`src/rtl/ad9361_cfg_seq_if.sv`:
```
`default_nettype none
// ============================================================================
// Module   : ad9361_cfg_seq_if
// Purpose  : Bus bundle between the configuration sequencer and the
//            ad9361_spi master (Avalon-style strobe / waitrequest handshake).
// Signals  : spi_read   - read strobe, held until spi_wait is sampled low
//            spi_write  - write strobe, held until spi_wait is sampled low
//            spi_addr   - 10-bit AD9361 register address
//            spi_wdata  - write data
//            spi_rdata  - read data, valid in the cycle spi_wait is low
//            spi_wait   - waitrequest; low for one cycle completes a transfer
// Modports : master (sequencer side), slave (SPI engine side)
// Revision : 1.0 - initial release
// ============================================================================
interface ad9361_cfg_seq_if;
  logic       spi_read;
  logic       spi_write;
  logic [9:0] spi_addr;
  logic [7:0] spi_wdata;
  logic [7:0] spi_rdata;
  logic       spi_wait;

  modport master (
    output spi_read,
    output spi_write,
    output spi_addr,
    output spi_wdata,
    input  spi_rdata,
    input  spi_wait
  );

  modport slave (
    input  spi_read,
    input  spi_write,
    input  spi_addr,
    input  spi_wdata,
    output spi_rdata,
    output spi_wait
  );
endinterface
`default_nettype wire

```
`src/rtl/ad9361_cfg_seq.sv`:
```
`default_nettype none
// ============================================================================
// Module   : ad9361_cfg_seq
// Purpose  : Table-driven configuration sequencer and bus owner for the
//            AD9361 SPI master. On start it walks a register table made of
//            WRITE / WAIT / POLL / END entries and issues SPI transactions.
//            When idle, a runtime host port shares the same SPI master.
// Ports    : clk, rst_n        - clock, asynchronous active-low reset
//            start             - pulse, run table from entry 0
//            busy/done/error   - sequence status (done is a 1-cycle pulse,
//                                error is sticky until the next start)
//            err_idx           - table index of the failing entry
//            tbl_addr/tbl_data - table ROM, 1-cycle synchronous read
//                                word: [27:26] op, [25:16] addr,
//                                [15:8] mask, [7:0] data
//            host_*            - host request/ack transaction port
//            spi               - master side of the SPI bus bundle
// Revision : 1.0 - initial release
// ============================================================================
module ad9361_cfg_seq #(
  parameter int TBL_AW     = 8,
  parameter int DELAY_UNIT = 1000,
  parameter int POLL_LIMIT = 255,
  parameter int POLL_GAP   = 64
) (
  input  wire logic              clk,
  input  wire logic              rst_n,
  input  wire logic              start,
  output logic                   busy,
  output logic                   done,
  output logic                   error,
  output logic [TBL_AW-1:0]      err_idx,
  output logic [TBL_AW-1:0]      tbl_addr,
  input  wire logic [27:0]       tbl_data,
  input  wire logic              host_req,
  input  wire logic              host_wr,
  input  wire logic [9:0]        host_addr,
  input  wire logic [7:0]        host_wdata,
  output logic [7:0]             host_rdata,
  output logic                   host_ack,
  ad9361_cfg_seq_if.master       spi
);

  localparam logic [1:0] C_OP_WRITE = 2'd0;
  localparam logic [1:0] C_OP_WAIT  = 2'd1;
  localparam logic [1:0] C_OP_POLL  = 2'd2;
  localparam logic [1:0] C_OP_END   = 2'd3;

  // {mask,data} is a 16-bit count scaled by DELAY_UNIT
  localparam int C_DLY_W = 16 + $clog2(DELAY_UNIT + 1);
  localparam int C_PC_W  = $clog2(POLL_LIMIT + 1);
  localparam int C_GAP_W = $clog2(POLL_GAP + 1);

  typedef enum logic [3:0] {
    ST_IDLE   = 4'd0,
    ST_FETCH  = 4'd1,
    ST_DECODE = 4'd2,
    ST_XFER   = 4'd3,
    ST_DELAY  = 4'd4,
    ST_GAP    = 4'd5,
    ST_DONE   = 4'd6,
    ST_ERROR  = 4'd7,
    ST_HOST   = 4'd8
  } state_t;

  state_t               r_state;
  logic [TBL_AW-1:0]    r_idx;
  logic                 r_is_poll;
  logic [7:0]           r_mask;
  logic [7:0]           r_data;
  logic [C_DLY_W-1:0]   r_dly_cnt;
  logic [C_PC_W-1:0]    r_poll_cnt;
  logic [C_GAP_W-1:0]   r_gap_cnt;

  logic [C_DLY_W-1:0]   w_delay_total;
  logic                 w_spi_cpl;
  logic                 w_poll_hit;
  logic                 w_idx_last;
  logic [TBL_AW-1:0]    w_idx_next;

  assign w_delay_total = C_DLY_W'(tbl_data[15:0]) * C_DLY_W'(DELAY_UNIT);
  // Transfer completes on the edge where the strobe is up and waitrequest is low
  assign w_spi_cpl     = (spi.spi_read | spi.spi_write) & ~spi.spi_wait;
  assign w_poll_hit    = (((spi.spi_rdata ^ r_data) & r_mask) == 8'd0);
  // Advancing past the last table slot without an END is a table overrun
  assign w_idx_last    = (r_idx == {TBL_AW{1'b1}});
  assign w_idx_next    = r_idx + TBL_AW'(1);

  always_ff @(posedge clk or negedge rst_n) begin
    if (!rst_n) begin
      r_state       <= ST_IDLE;
      r_idx         <= '0;
      r_is_poll     <= 1'b0;
      r_mask        <= '0;
      r_data        <= '0;
      r_dly_cnt     <= '0;
      r_poll_cnt    <= '0;
      r_gap_cnt     <= '0;
      busy          <= 1'b0;
      done          <= 1'b0;
      error         <= 1'b0;
      err_idx       <= '0;
      tbl_addr      <= '0;
      host_rdata    <= '0;
      host_ack      <= 1'b0;
      spi.spi_read  <= 1'b0;
      spi.spi_write <= 1'b0;
      spi.spi_addr  <= '0;
      spi.spi_wdata <= '0;
    end else begin
      done     <= 1'b0;
      host_ack <= 1'b0;

      case (r_state)
        ST_IDLE: begin
          if (start) begin
            r_idx    <= '0;
            tbl_addr <= '0;
            error    <= 1'b0;
            busy     <= 1'b1;
            r_state  <= ST_FETCH;
          end else if (host_req && !host_ack) begin
            // host_ack is still high in the cycle after a host transfer while
            // the requester drops host_req; don't treat that as a new request
            spi.spi_write <= host_wr;
            spi.spi_read  <= ~host_wr;
            spi.spi_addr  <= host_addr;
            spi.spi_wdata <= host_wdata;
            r_state       <= ST_HOST;
          end
        end

        ST_FETCH: begin
          // tbl_addr already holds r_idx; ROM word is valid next cycle
          r_state <= ST_DECODE;
        end

        ST_DECODE: begin
          r_mask    <= tbl_data[15:8];
          r_data    <= tbl_data[7:0];
          r_is_poll <= (tbl_data[27:26] == C_OP_POLL);
          case (tbl_data[27:26])
            C_OP_WRITE: begin
              spi.spi_write <= 1'b1;
              spi.spi_addr  <= tbl_data[25:16];
              spi.spi_wdata <= tbl_data[7:0];
              r_state       <= ST_XFER;
            end
            C_OP_WAIT: begin
              // zero count still spends one cycle in DELAY
              r_dly_cnt <= (w_delay_total == '0) ? '0
                                                 : w_delay_total - C_DLY_W'(1);
              r_state   <= ST_DELAY;
            end
            C_OP_POLL: begin
              spi.spi_read <= 1'b1;
              spi.spi_addr <= tbl_data[25:16];
              r_poll_cnt   <= C_PC_W'(1);
              r_state      <= ST_XFER;
            end
            default: begin
              r_state <= ST_DONE;
            end
          endcase
        end

        ST_XFER: begin
          if (w_spi_cpl) begin
            spi.spi_read  <= 1'b0;
            spi.spi_write <= 1'b0;
            if (!r_is_poll || w_poll_hit) begin
              if (w_idx_last) begin
                r_state <= ST_ERROR;
              end else begin
                r_idx    <= w_idx_next;
                tbl_addr <= w_idx_next;
                r_state  <= ST_FETCH;
              end
            end else if (r_poll_cnt == C_PC_W'(POLL_LIMIT)) begin
              r_state <= ST_ERROR;
            end else begin
              r_gap_cnt <= C_GAP_W'(POLL_GAP - 1);
              r_state   <= ST_GAP;
            end
          end
        end

        ST_DELAY: begin
          if (r_dly_cnt == '0) begin
            if (w_idx_last) begin
              r_state <= ST_ERROR;
            end else begin
              r_idx    <= w_idx_next;
              tbl_addr <= w_idx_next;
              r_state  <= ST_FETCH;
            end
          end else begin
            r_dly_cnt <= r_dly_cnt - C_DLY_W'(1);
          end
        end

        ST_GAP: begin
          // address is unchanged from the previous read of this entry
          if (r_gap_cnt == '0) begin
            spi.spi_read <= 1'b1;
            r_poll_cnt   <= r_poll_cnt + C_PC_W'(1);
            r_state      <= ST_XFER;
          end else begin
            r_gap_cnt <= r_gap_cnt - C_GAP_W'(1);
          end
        end

        ST_DONE: begin
          done    <= 1'b1;
          busy    <= 1'b0;
          r_state <= ST_IDLE;
        end

        ST_ERROR: begin
          error   <= 1'b1;
          err_idx <= r_idx;
          busy    <= 1'b0;
          r_state <= ST_IDLE;
        end

        ST_HOST: begin
          if (w_spi_cpl) begin
            if (spi.spi_read) begin
              host_rdata <= spi.spi_rdata;
            end
            spi.spi_read  <= 1'b0;
            spi.spi_write <= 1'b0;
            host_ack      <= 1'b1;
            r_state       <= ST_IDLE;
          end
        end

        default: begin
          r_state <= ST_IDLE;
        end
      endcase
    end
  end

endmodule
`default_nettype wire

```
`src/flat_wrapper.sv`:
```
// flat-port wrapper written by rule: the top's interface ports become plain ports
module ad9361_cfg_seq_flat 
#(
  parameter int TBL_AW     = 8,
  parameter int DELAY_UNIT = 1000,
  parameter int POLL_LIMIT = 255,
  parameter int POLL_GAP   = 64
)
  (clk, rst_n, start, busy, done, error, err_idx, tbl_addr, tbl_data, host_req, host_wr, host_addr, host_wdata, host_rdata, host_ack, spi_spi_read, spi_spi_write, spi_spi_addr, spi_spi_wdata, spi_spi_rdata, spi_spi_wait);
  ad9361_cfg_seq_if spi_i ();
  input  wire logic clk;
  input  wire logic rst_n;
  input  wire logic start;
  output logic busy;
  output logic done;
  output logic error;
  output logic [TBL_AW-1:0] err_idx;
  output logic [TBL_AW-1:0] tbl_addr;
  input  wire logic [27:0] tbl_data;
  input  wire logic host_req;
  input  wire logic host_wr;
  input  wire logic [9:0] host_addr;
  input  wire logic [7:0] host_wdata;
  output logic [7:0] host_rdata;
  output logic host_ack;
  output wire logic [$bits(spi_i.spi_read)-1:0] spi_spi_read;
  output wire logic [$bits(spi_i.spi_write)-1:0] spi_spi_write;
  output wire logic [$bits(spi_i.spi_addr)-1:0] spi_spi_addr;
  output wire logic [$bits(spi_i.spi_wdata)-1:0] spi_spi_wdata;
  input wire logic [$bits(spi_i.spi_rdata)-1:0] spi_spi_rdata;
  input wire logic [$bits(spi_i.spi_wait)-1:0] spi_spi_wait;
  assign spi_spi_read = spi_i.spi_read;
  assign spi_spi_write = spi_i.spi_write;
  assign spi_spi_addr = spi_i.spi_addr;
  assign spi_spi_wdata = spi_i.spi_wdata;
  assign spi_i.spi_rdata = spi_spi_rdata;
  assign spi_i.spi_wait = spi_spi_wait;
  ad9361_cfg_seq #(.TBL_AW(TBL_AW), .DELAY_UNIT(DELAY_UNIT), .POLL_LIMIT(POLL_LIMIT), .POLL_GAP(POLL_GAP)) u_core (.clk(clk), .rst_n(rst_n), .start(start), .busy(busy), .done(done), .error(error), .err_idx(err_idx), .tbl_addr(tbl_addr), .tbl_data(tbl_data), .host_req(host_req), .host_wr(host_wr), .host_addr(host_addr), .host_wdata(host_wdata), .host_rdata(host_rdata), .host_ack(host_ack), .spi(spi_i));
endmodule
```
`config.mk`:
```
export PLATFORM = sky130hd
export DESIGN_NAME = ad9361_cfg_seq_flat
export DESIGN_NICKNAME = d
export VERILOG_FILES = /design/src/rtl/ad9361_cfg_seq_if.sv /design/src/rtl/ad9361_cfg_seq.sv /design/src/flat_wrapper.sv
export SDC_FILE = /design/constraint.sdc
export NUM_CORES = 1
export LEC_CHECK = 0
export CELL_PAD_IN_SITES_DETAIL_PLACEMENT = 0
export CELL_PAD_IN_SITES_GLOBAL_PLACEMENT = 1
export CORE_UTILIZATION = 30
export DETAILED_ROUTE_END_ITERATION = 6
export GPL_ROUTABILITY_DRIVEN = 0
export PLACE_DENSITY = 0.66
export SLEW_MARGIN = 20
export SYNTH_ARGS = -nofsm -noshare
export SYNTH_HDL_FRONTEND = slang
export SYNTH_SLANG_ARGS = --single-unit
```
`constraint.sdc`:
```
create_clock -name clk -period 6.8 [get_ports clk]
set_clock_uncertainty 0.2 [all_clocks]
set_input_delay 1.36 -clock clk [delete_from_list [all_inputs] [get_ports clk]]
set_output_delay 1.36 -clock clk [all_outputs]
set_load 0.1 [all_outputs]
```
==> results.cfg, run 1 <==
[setup_path]
cp_common_cell = fa_1
reg2reg_to = u_core.r_dly_cnt[13]
cp.required_ps = 6830
worst_ep_arrival_time_ps = 6570
worst-r2r-cell-count = 11
slowest_delay_ps = 530
cp_slowest_cell = fa_1
crit_type = in -> reg
rrSetupSlack_ps = 3100
critPathCaptureType = flop
worstPathCellList = clkdlybuf4s50_1 > buf_4 > fa_1 > fa_1 > inv_1 > fa_1 > fa_1 > inv_1 > ha_1 > a21o_1 > a21oi_2 > a2111oi_2 > or4_1 > a21boi_0 > and4bb_2 > nand4b_4 > nand2_4 > buf_12 > o221ai_1
critPathLaunchType = primary input
rr_startpoint = u_core.r_dly_cnt[0]
cp_max_fo = 14

[final_layout]
nets = 1340
multiInputGateArea_sq_mm = 0.00557
fillers = 2909
area_growth_pct = 29.1
finish.instance_area_sq_mm = 0.0114
layout-drive-gt1-share_pct = 15.6
register_area_sq_mm = 0.00275
diodes = 0

[global_routing]
first_global_vias = 7526
grtUsageTotal_pct = 16.1
grt_pass1_wl_um = 39300
grt_max_degree = 68
grt_antenna_before_repair = 0
grt_overflow = 0

[clock_tree]
postCtsSetupRepairBufs = 0
clkLatencyLatePin_ps = 370
cts_root_buf = clkbuf_16
clock-sinks = 110
holdBufCountCts = 0
cts_tree = built
clock_path_buffers = 2
cts_buffers = 9
clkTransAtPathRegs_ps = 80
htreeDepth = 3
cts.repair.resized = 0

[worst_hold_path]
hold_path_class = reg -> reg
min_from = u_core.r_mask[3]
whs_endpoint = u_core.r_mask[3]
holdPathStages = 2

[place]
placed_area_sq_mm = 0.0110
dpl.hpwl_um = 18600
io_buffers = 107

[routing]
post-route-drc-count = 0
drt_first_pass_iters = 4
route.detailed.wl_per_inst_um = 15.1
routed_wl_um = 23400
drt_iter0_markers = 416
via_count = 7607
vias_per_cell = 4.89
final_antenna_net_count = 0

[synthesis]
synth_top_area_share_pct = 31.3
syn_area_sq_mm = 0.00881
synthTopCellsByArea = dfrtp_1 (31%), fa_1 (12%), ha_1 (8.2%)
yosys.area.top_type = dfrtp_1
yosys_warnings = 0
synth.avg_cell_area_sq_um = 9.01
syn_nets = 1150
synth_edf_count = 0
synth_cell_types = 80
synth_seq_area_share_pct = 31.3
ys_ff_latch = 110
synth_cells = 978
async_flop_share_pct = 100
synth-main-ff-cell = dfrtp_1

[job]
maxCapViolCount = 0

[die]
rows = 62
die_h_um = 173
fp.dieW_um = 173
start_util_pct = 30.6
die_area_sq_mm = 0.0300
core_sq_mm = 0.0288
io_pins = 108

[timing]
setup_violations = 0
slew_violations = 0
finalCritPeriodShare_pct = 96.2
rsz0062_at_grt = no
worst-slew-pin-transition_ps = 1040
fmax_mhz = 153
relSlewSlack_pct = 30.6
finalHoldViolCount = 0
finalCriticalPeriod_ps = 6540

[pwr]
totalPowerFinal_uw = 5890
vdd_drop_max_uv = 201
p_leak_uw = 0.00499
power_density_mw_per_mm2 = 518

[status]
status = finished, final reports clean
[flip-flops by register name (all words and copies together), names as in the netlist, 4 cells and up]
name,flops
u_core.r_dly_cnt,26
u_core.spi.spi_addr,10
u_core.err_idx,8
u_core.host_rdata,8
u_core.r_data,8
u_core.r_idx,8
u_core.r_mask,8
u_core.r_poll_cnt,8
u_core.spi.spi_wdata,8
u_core.r_gap_cnt,7
u_core.r_state,4
[layout by cell type, fill, tap and decap left out, types with 4 or more instances in the layout]
master           instances
clkdlybuf4s50_1        105
ha_1                    58
xor2_1                  21
o221ai_2                 7
nor4_1                   8
clkbuf_16                9
nor3_1                  19
and2_1                   8
or4_1                    5
nand2_1                103
buf_4                  107
or3_1                   10
fa_1                    54
nand4_1                  8
inv_1                   91
nor2b_1                  9
nand2b_1                 7
dfrtp_1                110
a31oi_1                 15
o211ai_1                 5
and3_1                   4
a22oi_1                  6
nand3_1                 22
nor2_1                  84
mux2_2                  16
o21ai_0                 83
mux2i_1                  4
o21a_1                   6
o21ai_1                 15
xnor2_1                 24
o22ai_1                  9
nor3b_1                  6
a21oi_1                 51
or2_2                    6
[through the flow]
stage / hold slack [ps] / cells / utilization (%) / setup WS [ps] / TNS, ps
final: 288 / 1557 / 39.5 / 258 / 0
after global routing: 312 / 1557 / 39.5 / 3.65 / 0
after CTS: 290 / 1557 / 39.5 / 124 / 0
after detailed placement: 273 / 1541 / 38.4 / -247 / -4440
after global placement: 264 / 1541 / 38.4 / -188 / -3170
after floorplan: 250 / 978 / - / 561 / 0
[report_power, final]
group / leakage (uW) / internal, uW / switching (uW)
Clock: 0.000151 / 266 / 290
Sequential: 0.00136 / 898 / 221
Combinational: 0.00348 / 1800 / 2420
[critical path: cells and delay by family]
| kind | cells | cell delay, ps |
|---|---|---|
| AOI/OAI and AO/OA | 5 | 930 |
| adders and majority gates | 5 | 2310 |
| buffers and inverters | 5 | 900 |
| and+or+nand+nor | 4 | 1050 |
[cell type report]
class | count | area share, %
clock buffer | 9 | 1.98
clock inverter | 7 | 0.759
inverter | 93 | 3.07
multi-input combinational | 739 | 49.0
sequential | 110 | 24.2
tap | 384 | 4.23
timing repair buffer | 215 | 16.8
[cell usage after synthesis, types with 6 or more instances]
| master | number |
|---|---|
| o21ai_1 | 15 |
| o221ai_2 | 7 |
| nor3_1 | 20 |
| o22ai_1 | 10 |
| nor4_1 | 8 |
| a21oi_1 | 52 |
| dfrtp_1 | 110 |
| clkbuf_1 | 29 |
| nand2_1 | 103 |
| or2_2 | 6 |
| or3_1 | 10 |
| a22oi_1 | 6 |
| nand4_1 | 8 |
| inv_1 | 93 |
| a31oi_1 | 15 |
| nand3_1 | 22 |
| ha_1 | 58 |
| nor2_1 | 84 |
| nor2b_1 | 9 |
| o21a_1 | 6 |
| nor3b_1 | 6 |
| fa_1 | 54 |
| o21ai_0 | 83 |
| xor2_1 | 21 |
| xnor2_1 | 24 |
| nand2b_1 | 7 |
| and2_1 | 8 |
| mux2_2 | 16 |
[logic make-up after synthesis]
| family | Yosys count | share of synthesized area, % |
|---|---|---|
| compound gates | 243 | 17.5 |
| buf+inv | 129 | 5.73 |
| xor+xnor | 45 | 4.48 |
| simple gates | 319 | 18.0 |
| mux | 20 | 2.50 |
| flops | 110 | 31.3 |
| fa+ha+maj | 112 | 20.5 |
[worst max-delay path by stage]
stage / start / endpoint / slack (ps) / cells after the start
detailed placement: tbl_data[0] / u_core.r_dly_cnt[4] / -250 / 20
global placement: tbl_data[3] / u_core.r_dly_cnt[4] / -190 / 19
floorplan: tbl_data[10] / u_core.r_dly_cnt[12] / 560 / 20
global route: tbl_data[1] / u_core.r_dly_cnt[4] / 4 / 18
finish: tbl_data[1] / u_core.r_dly_cnt[4] / 260 / 19
CTS: tbl_data[0] / u_core.r_dly_cnt[4] / 120 / 20
[per-layer routing]
layer	GRT usage [%]	vias to the layer above	share of wire, %
met2	26.2	111	47
met4	4.54	0	1.7
met1	22.4	3692	49
met3	2.19	21	2.7
met5	0	-	0
li1	-	3783	-
No activity file was read; power rests on OpenSTA's default activity.
==> inputs of run 2 (changes only) <==
--- a/config.mk
+++ b/config.mk
@@ -5,12 +5,10 @@
 export SDC_FILE = /design/constraint.sdc
 export NUM_CORES = 1
 export LEC_CHECK = 0
-export CELL_PAD_IN_SITES_DETAIL_PLACEMENT = 0
-export CELL_PAD_IN_SITES_GLOBAL_PLACEMENT = 1
 export CORE_UTILIZATION = 30
 export DETAILED_ROUTE_END_ITERATION = 6
 export GPL_ROUTABILITY_DRIVEN = 0
-export PLACE_DENSITY = 0.66
+export PLACE_DENSITY = 0.54
 export SLEW_MARGIN = 20
 export SYNTH_ARGS = -nofsm -noshare
 export SYNTH_HDL_FRONTEND = slang
==> run 2 against run 1 <==
Against the previous run:
- first-iteration DRC count rose by 6.5%
- largest cell class unchanged
- wire length decreased by 4.0%
- clock power about the same
- highest routed layer unchanged
- register-to-register slack hardly changed
- count of clock-buffer cells in the layout unchanged
==> results.cfg, run 2 (synthesized netlist as in run 1, its figures left out) <==
[place]
dpl.hpwl_um = 17900
placed_area_sq_mm = 0.0109
post-place-cells = 1523
io_buffers = 107

[setup_path]
cp_slowest_cell = fa_1
worst_ep_arrival_time_ps = 6510
rrSetupSlack_ps = 3090
worst-r2r-cell-count = 11
cp.required_ps = 6840
slowest_delay_ps = 540
rr_startpoint = u_core.r_dly_cnt[0]
crit_family = adder cells
cp.depth = 18
critPathBufInv = 4
critPathLaunchType = primary input
reg2reg_to = u_core.r_dly_cnt[16]
cp_common_cell = fa_1
cp_max_fo = 9
critPathCaptureType = flop
crit_type = in -> reg
worstPathCellList = clkdlybuf4s50_1 > inv_1 > fa_1 > fa_1 > fa_1 > fa_1 > inv_1 > ha_1 > a21o_1 > a21oi_2 > a2111oi_2 > or4_1 > a21boi_0 > and4bb_2 > nand4b_4 > nand2_4 > buf_4 > o221ai_2

[status]
status = finished, final reports clean

[final_layout]
finish.instance_area_sq_mm = 0.0112
area_growth_pct = 27.4
fillers = 2898
multiInputGateArea_sq_mm = 0.00557
mostFrequentLayoutCell = dfrtp_1
register_area_sq_mm = 0.00275
layout.cells.non_filler = 1539
layout-drive-gt1-share_pct = 14.3
final_cell_mix = dfrtp_1 (110), clkdlybuf4s50_1 (106), nand2_1 (103)
regMostFlops = u_core.r_dly_cnt
top_regs = u_core.r_dly_cnt x26, u_core.spi.spi_addr x10
largest_reg_flops = 26
diodes = 0
nets = 1322

[die]
die_area_sq_mm = 0.0300
rows = 62
start_util_pct = 30.6
fp.dieW_um = 173
die_h_um = 173
io_pins = 108
core_sq_mm = 0.0288

[routing]
via_count = 7550
post-route-drc-count = 0
final_antenna_net_count = 0
route.detailed.wl_per_inst_um = 14.6
routed_wl_um = 22500
vias_per_cell = 4.91
drt_first_pass_iters = 6
drt_iter0_markers = 443

[global_routing]
grt_max_degree = 61
grt_antenna_before_repair = 0
first_global_vias = 7360
grt_overflow = 0
grt_pass1_wl_um = 38100
grtUsageTotal_pct = 15.5

[timing]
setup_violations = 0
finalCriticalPeriod_ps = 6470
slew_violations = 0
rsz0062_at_grt = no
finalCritPeriodShare_pct = 95.2
relSlewSlack_pct = 31.5
finalHoldViolCount = 0
worst-slew-pin-transition_ps = 1020
fmax_mhz = 154

[clock_tree]
clock_path_buffers = 2
clkLatencyLatePin_ps = 370
cts_buffers = 9
cts_tree = built
htreeDepth = 3
cts_root_buf = clkbuf_16
clock-sinks = 110
clkTransAtPathRegs_ps = 80
holdBufCountCts = 0

[pwr]
power_density_mw_per_mm2 = 512
switchingPower_uw = 2880
swShare_pct = 50.2
totalPowerFinal_uw = 5740
power.share.clock_pct = 9.6
vdd_drop_max_uv = 259
intPower_uw = 2860
p_leak_uw = 0.00489
sequentialPowerShare_pct = 19.4
pwr-share-comb_pct = 71.0

[job]
maxCapViolCount = 0

[worst_hold_path]
min_from = u_core.r_mask[5]
whs_endpoint = u_core.r_mask[5]
hold_path_class = reg -> reg
holdPathStages = 2
## run 2: cell count changes in the layout (fill, tap and decap cells not counted), sizes merged
cell / previous run / this run
buf: 109 / 91
clkdlybuf4s50: 105 / 106
dlymetal6s2s: 1 / 0
## run 2: worst max path at each step
stage,from,end,slack [ps]
global placement,tbl_data[3],u_core.r_dly_cnt[13],-180
CTS,tbl_data[3],u_core.r_dly_cnt[13],130
finish,tbl_data[2],u_core.r_dly_cnt[13],330
detailed placement,tbl_data[3],u_core.r_dly_cnt[4],-260
global route,tbl_data[8],u_core.r_dly_cnt[8],40
floorplan,tbl_data[10],u_core.r_dly_cnt[12],560
## run 2: power by group through the flow
stage          clock [uW]  combinational, uW  sequential, uW
2_1_floorplan           0               2140            1670
3_3_place_gp            0               4070            1120
4_1_cts               575               4100            1110
5_1_grt               600               4510            1160
3_5_place_dp            0               4080            1120
6_report              553               4070            1110
## run 2: cell type report
| type | instances | area share (%) |
|---|---|---|
| well taps | 384 | 4.28 |
| clock inverters | 7 | 0.792 |
| repair buffers | 197 | 15.7 |
| clock buffers | 9 | 2.01 |
| flip-flops and latches | 110 | 24.5 |
| multi-input cells | 739 | 49.6 |
| inverters | 93 | 3.11 |
## run 2: tightest hold or removal path, delay by kind of cell, from the launching register on
family,cells,cell delay [ps]
AND/OR/NAND/NOR,1,40
AO/OA/AOI/OAI,1,60
flip-flops,1,350
## run 2: timing repair
action | in CTS | in global routing
setup endpoints to repair | 0 | 23
resized for setup | 0 | 4
buffers inserted | 0 | 0
## run 2: routing by layer
| layer | routed length, um | GRT usage [%] |
|---|---|---|
| met5 | 0 | 0 |
| met4 | 270 | 3.61 |
| met3 | 654 | 2.11 |
| met2 | 10300 | 24.4 |
| met1 | 11300 | 22.4 |
## run 2: metrics by stage
step           util [%]  setup WS, ps  hold slack (ps)  setup TNS (ps)
4_1_cts            39.0           128              292               0
3_5_place_dp       37.9          -256              274           -4850
6_report           39.0           326              286               0
5_1_grt            39.0          37.0              323               0
2_1_floorplan         -           561              250               0
3_3_place_gp       37.9          -183              264           -3220
